==> src/rtl/instr_encoder.sv <==
// instr_encoder: assembles field-level RV64 instruction requests into words and streams them into instruction memory
module instr_encoder #(
  parameter int ADDR_W    = 8,
  parameter int DEPTH     = 256,
  parameter int BASE_ADDR = 0
) (
  input  logic              clk,
  input  logic              rst_n,
  input  logic              clear,
  input  logic              in_valid,
  output logic              in_ready,
  input  logic [2:0]        fmt,
  input  logic [4:0]        rd,
  input  logic [4:0]        rs1,
  input  logic [4:0]        rs2,
  input  logic [2:0]        funct3,
  input  logic [6:0]        funct7,
  input  logic [63:0]       imm,
  output logic              mem_we,
  output logic [ADDR_W-1:0] mem_addr,
  output logic [31:0]       mem_wdata,
  output logic [ADDR_W:0]   word_count,
  output logic              full,
  output logic              err,
  output logic [7:0]        err_count
);
  typedef enum logic [1:0] {IDLE, WRITE, DROP} state_t;
  localparam logic [ADDR_W-1:0] BASE  = ADDR_W'(BASE_ADDR);
  localparam logic [ADDR_W:0]   LIMIT = (ADDR_W+1)'(DEPTH);
  state_t            state_q, state_d;
  logic [ADDR_W:0]   word_count_q, word_count_d;
  logic [ADDR_W-1:0] addr_q, addr_d;
  logic [31:0]       wdata_q, wdata_d;
  logic              full_q, full_d, err_q, err_d;
  logic [7:0]        err_count_q, err_count_d;
  logic [6:0]        opcode;
  logic [31:0]       enc;
  logic              imm_ok, legal;
  // encode the request and decide whether it is legal
  always_comb begin
    opcode = fmt == 3'd0 ? 7'b0110011 :
             fmt == 3'd1 ? 7'b0010011 :
             fmt == 3'd2 ? 7'b0000011 :
             fmt == 3'd3 ? 7'b0100011 : 7'b1100011;
    enc = fmt == 3'd0 ? {funct7, rs2, rs1, funct3, rd, opcode} :
          fmt == 3'd3 ? {imm[11:5], rs2, rs1, funct3, imm[4:0], opcode} :
          fmt == 3'd4 ? {imm[11], imm[9:4], rs2, rs1, funct3, imm[3:0], imm[10], opcode} :
                        {imm[11:0], rs1, funct3, rd, opcode};
    imm_ok = (&imm[63:11]) | ~(|imm[63:11]);
    legal  = fmt <= 3'd4 && (fmt == 3'd0 || imm_ok);
  end
  assign in_ready   = state_q == IDLE && !full_q;
  assign mem_we     = state_q == WRITE && !clear;
  assign mem_addr   = addr_q;
  assign mem_wdata  = wdata_q;
  assign word_count = word_count_q;
  assign full       = full_q;
  assign err        = err_q;
  assign err_count  = err_count_q;
  // next-state: accept in IDLE, commit in WRITE, record the rejection in DROP; clear overrides all
  always_comb begin
    state_d      = state_q;
    word_count_d = word_count_q;
    addr_d       = addr_q;
    wdata_d      = wdata_q;
    full_d       = full_q;
    err_d        = err_q;
    err_count_d  = err_count_q;
    if (clear) begin
      state_d      = IDLE;
      word_count_d = '0;
      addr_d       = BASE;
      full_d       = 1'b0;
      err_d        = 1'b0;
      err_count_d  = '0;
    end else begin
      case (state_q)
        IDLE: if (in_valid && in_ready) begin
          wdata_d = enc;
          state_d = legal ? WRITE : DROP;
        end
        WRITE: begin
          word_count_d = word_count_q + (ADDR_W+1)'(1);
          addr_d       = addr_q + ADDR_W'(1);
          full_d       = word_count_q + (ADDR_W+1)'(1) == LIMIT;
          state_d      = IDLE;
        end
        DROP: begin
          err_d       = 1'b1;
          err_count_d = err_count_q == 8'hff ? 8'hff : err_count_q + 8'd1;
          state_d     = IDLE;
        end
        default: state_d = IDLE;
      endcase
    end
  end
  // state registers with synchronous active-low reset
  always_ff @(posedge clk) begin
    if (!rst_n) begin
      state_q      <= IDLE;
      word_count_q <= '0;
      addr_q       <= BASE;
      wdata_q      <= '0;
      full_q       <= 1'b0;
      err_q        <= 1'b0;
      err_count_q  <= '0;
    end else begin
      state_q      <= state_d;
      word_count_q <= word_count_d;
      addr_q       <= addr_d;
      wdata_q      <= wdata_d;
      full_q       <= full_d;
      err_q        <= err_d;
      err_count_q  <= err_count_d;
    end
  end
endmodule

==> config.mk <==
export PLATFORM = sky130hd
export DESIGN_NAME = instr_encoder
export DESIGN_NICKNAME = d
export VERILOG_FILES = /design/src/rtl/instr_encoder.sv
export SDC_FILE = /design/constraint.sdc
export NUM_CORES = 1
export LEC_CHECK = 0
export BUFFER_PORTS_ARGS = -buffer_cell sky130_fd_sc_hd__buf_2
export CAP_MARGIN = 20
export CELL_PAD_IN_SITES_DETAIL_PLACEMENT = 0
export CELL_PAD_IN_SITES_GLOBAL_PLACEMENT = 1
export CORE_MARGIN = 5
export CORE_UTILIZATION = 32
export CTS_CLUSTER_SIZE = 16
export DETAILED_ROUTE_END_ITERATION = 7
export PLACE_DENSITY = 0.79
export SYNTH_ARGS = -nofsm -noshare
export SYNTH_HDL_FRONTEND = slang
export SYNTH_SLANG_ARGS = --single-unit
==> constraint.sdc <==
create_clock -name clk -period 1.9 [get_ports clk]
set_clock_uncertainty 0.05 [all_clocks]
set_input_delay 0.285 -clock clk [delete_from_list [all_inputs] [get_ports clk]]
set_output_delay 0.285 -clock clk [all_outputs]
set_load 0.03 [all_outputs]
Word level (Yosys, flattened, before mapping) --
Cells that the tools add are included.
Storage, ports and cells: RAM bits 0, input port bits 96, latch bits 0, logic and storage cells 47, memories 0, bits in read-only memories 0, output and inout port bits 61, flip-flop bits (word level) 61
Operators by class: reduce and logical (&&, ||, !) cells 14, $lt $le $gt $ge 1, shift-type cells 0, multiply operators 0, add/subtract/negate cells 3, equality and inequality tests 8, div/mod/pow operators 0, bitwise gates (word level) 5, muxes and demuxes 9
Operator list (count):
- two-way mux 31 bit | 2
- AND reduction 53 bit | 1
- OR reduction 53 bit | 1
- two-way mux 32 bit | 1
- two-way mux 7 bit | 4
- adder 8 x 1 -> 8 bit (second input constant) | 2
- adder 9 x 1 -> 9 bit (second input constant) | 1
- equality test 9 bit (second input constant) | 1
- equality test 8 bit (second input constant) | 1
- two-way mux 8 bit | 1
- equality test 3 x 2 -> 1 bit (second input constant) | 2
- logical AND 1 bit | 4
- inverter 1 bit | 4
- equality test 3 x 1 -> 1 bit (second input constant) | 1
- equality test 3 bit (second input constant) | 1
- <= comparator 3 bit (second input constant) | 1
- logical NOT 3 bit | 1
- AND reduction 3 bit | 1
- OR reduction 3 bit | 1
- equality test 2 x 1 -> 1 bit (second input constant) | 1
- equality test 2 bit (second input constant) | 1
- logical NOT 1 bit | 2
- logical NOT 2 bit | 1
- two-way mux 2 bit | 1
- 3 further kinds | 3

Logic depth before layout (Yosys ltp) --
word-level depth 8, mapped depth 6, depth with buffers taken out 5

Least setup slack after synthesis --
Ideal clock, no wire load.
path kind register to register, start register word_count_q[0], in the netlist word_count[0], end register full_q, in the netlist full, slack -0.060 ns, arrival 1.826 ns, library setup time 0.084 ns, path buffers 0, cell stages (with the launch flop) 6, period minus slack after synthesis 1.960 ns, required time 1.766 ns, cell sequence dfxtp_1 ha_1 nand2_1 or4_1 and3_1 o31ai_2
Between the ends: cells in the longest elaborated chain, start to end 2
RTL lines:
- from (decl) | RTL line 31 | logic [ADDR_W:0] word_count_q, word_count_d;
- from (signal assigned) | RTL line 109 | word_count_q <= word_count_d;
- adder 9 x 1 -> 9 bit | RTL line 85 | full_d = word_count_q + (ADDR_W+1)'(1) == LIMIT;
- equality test 9 bit | RTL line 85
- to (signal assigned) | RTL line 112 | full_q <= full_d;
- to (decl) | RTL line 34 | logic full_q, full_d, err_q, err_d;
Every way passes these cells. A chain may end at the register's enable or synchronous reset.

Worst setup path after layout --
Same ends and word-level chain as after synthesis.

==> summary.md <==
| Metric | Value |
|---|---|
| Synth unique cells | `49` |
| Most frequent cells in the layout | `buf_2 (154), dfxtp_1 (56), nand2_1 (51)` |
| Reg-to-reg slack, setup | `130 ps` |
| Clock tree buffer depth | `2` |
| Wire per inst | `15.1 um` |
| Reg2Reg Depth | `5` |
| CP Data Arrival Time | `1970 ps` |
| FP Rows | `35` |
| Worst Setup EP | `full` |
| FILL cells | `973` |
| Post-synth EDFFs | `0` |
| Routed Antenna Nets | `0` |
| Hpwl dp | `8.04 mm` |
| Commonest non-fill, non-tap cell in the layout | `buf_2` |
| Number of global-route vias before repair | `3309` |
| Pins Over Slew Limit | `0` |
| Die ar. | `11700 um2` |
| Synthesized area per cell | `8.10 um2` |
| Synthesized cell area | `3090 um2` |
| Worst stage delay on the critical path | `470 ps` |
| Cts hold-fix bufs | `0` |
| Fin nets | `635` |
| Cell count after synthesis | `382` |
| #FFs+latches synth | `58` |
| Area of the multi-input gates | `1810 um2` |
| Max Clk Rate | `0.565 GHz` |
| GRT Total Usage | `17.5%` |
| Top cell type's share of synthesized area | `37.5%` |
| Max H-tree Level | `3` |
| Setup TNS | `0 ps` |
| CTS tree | `built` |
| Worst r2r dst | `full` |
| Sequential cell area fraction in the yosys report | `37.5%` |
| FF-to-FF Start | `word_count[0]` |
| Hold Crit Class | `in2reg` |
| Worst EP required | `2100 ps` |
| Vias post-DR | `3407` |
| Clock sinks | `58` |
| Largest net degree at the start of global routing | `28` |
| Vias per inst | `5.09` |
| I/O pin count | `157` |
| Drt pass-1 iters | `4` |
| Horiz. Die Dim | `108 um` |
| Fin crit share | `93.1%` |
| GRT overflow | `0` |
| Ys Warns | `0` |
| Postcts setup bufs | `0` |
| Period minus WS final | `1770 ps` |
| Area taken by flip-flops and latches | `1160 um2` |
| Final setup viols | `0` |
| Share of layout cells above drive strength 1 | `35.2%` |
| Ys async rst share | `0%` |
| Main flop type after synthesis | `dfxtp_1` |
| Yosys top cell by area | `dfxtp_1` |
| Worst supply voltage drop on vdd | `0.355 mV` |
| Setup repair after global routing missed its margin | `no` |
| Highest-delay cell along the critical path | `or4_1` |
| Final hold violations | `0` |
| Routability congestion estimate | `0.998` |
| Crit-path max FO | `9` |
| Clock Tree Root | `clkbuf_8` |
| Post-cts sizing count | `0` |
| Clock transition at path regs | `70 ps` |
| Critical path class | `reg2reg` |
| Initial detailed-routing violation count | `111` |
| Starting Density | `33.2%` |
| Startpoint Class | `register` |
| Antenna Cells | `0` |
| TritonCTS buffer count | `9` |
| Static leakage | `1.87 nW` |
| Core Area | `9330 um2` |
| Worst-Skew Late Latency | `330 ps` |
| Synth top area cells | `dfxtp_1 (38%), nand2_1 (6.2%), nor2_1 (4.7%), nand4_1 (4.7%), nor4_1 (4.2%)` |
| Cell Pwr Density | `713 nW/um2` |
| First-pass GRT wire length | `16.2 mm` |
| Residual DRC | `0` |
| Crit path launch | `word_count[0]` |
| MaxCap Viol Count | `0` |
| Critical-path cell list | `ha_1 -> nand2_1 -> or4_1 -> and3_1 -> o31ai_2` |
| Layout overhead on the synthesized area | `36.9%` |
| Total power | `0.00302 W` |
| Initial antenna violation count | `0` |
| Crit end category | `register` |
| Outcome | `finished, final reports clean` |
| Die Y | `108 um` |
| Total Wirelength | `10.1 mm` |
| IO Port Bufs | `154` |
[how the worst min path moves through the flow]
stage / from / endpoint / cells after the start
after global placement: mem_wdata[16] / mem_wdata[16] / 2
final: funct3[2] / mem_wdata[14] / 3
after global routing: funct3[2] / mem_wdata[14] / 3
after floorplan: funct3[0] / mem_wdata[12] / 2
after CTS: funct3[2] / mem_wdata[14] / 3
after detailed placement: mem_wdata[19] / mem_wdata[19] / 2
[cell usage after synthesis, drive strengths merged (10+ instances only)]
cell	instances
a21oi	26
nor3	10
buf	14
nor4	21
nand2	51
nand4	23
clkbuf	12
xor2	11
mux2i	13
nor2	39
dfxtp	58
a211oi	10
[stage by stage]
stage | std cells | worst slack [ps] | hold WS, ps | util, % | cell area [um2]
after floorplan | 383 | 100 | 371 | - | 3110
after detailed placement | 653 | 140 | 395 | 43.0 | 4010
after CTS | 669 | 113 | 128 | 45.4 | 4230
final | 669 | 131 | 146 | 45.4 | 4230
after global placement | 653 | 130 | 389 | 43.0 | 4010
after global routing | 669 | 7.80 | 125 | 45.4 | 4230
[power breakdown]
part / switching (W) / leakage [nW] / internal (W)
sequential: 0.0000216 / 0.472 / 0.00125
combinational: 0.000289 / 1.28 / 0.000185
clock: 0.000528 / 0.110 / 0.000743
[worst max-delay path: cells and delay by family (launching register included)]
family	cells	cell delay, ps
adder cells (fa/ha/maj)	1	260
AND/OR/NAND/NOR	3	810
AO/OA/AOI/OAI	1	160
flip-flops	1	420
[state kept, by name, indices dropped and copies added (netlist names)]
register	flops
full	1
mem_addr	8
mem_wdata	29
err_count	8
word_count	9
state_q	2
err	1
[area by class of cell]
class                           count  area share, %
Clock buffer                       10           3.02
Clock inverter                      6           2.16
Inverter                            3          0.266
Multi-Input combinational cell    296           42.7
Sequential cell                    58           27.5
Tap cell                          129           3.81
Timing Repair Buffer              167           20.5
[cell families (layout without fill, tap and decap cells)]
| logic type | after synthesis | count (layout) | synth area share, % |
|---|---|---|---|
| buf+inv | 29 | 186 | 4.29 |
| flops | 58 | 58 | 37.5 |
| mux | 13 | 13 | 4.21 |
| xor+xnor | 19 | 19 | 5.38 |
| compound gates | 73 | 73 | 15.9 |
| fa+ha+maj | 4 | 4 | 1.62 |
| simple gates | 185 | 185 | 30.9 |
| other cells | 1 | 2 | 0.121 |
[per-layer routing]
layer / wire [um] / vias up / global-route usage (%)
li1: - / 1699 / -
met1: 4340 / 1557 / 21.0
met2: 4750 / 131 / 29.3
met3: 736 / 20 / 4.54
met4: 299 / 0 / 8.03
met5: 0 / - / 0
(Power assumes the default switching activity.)
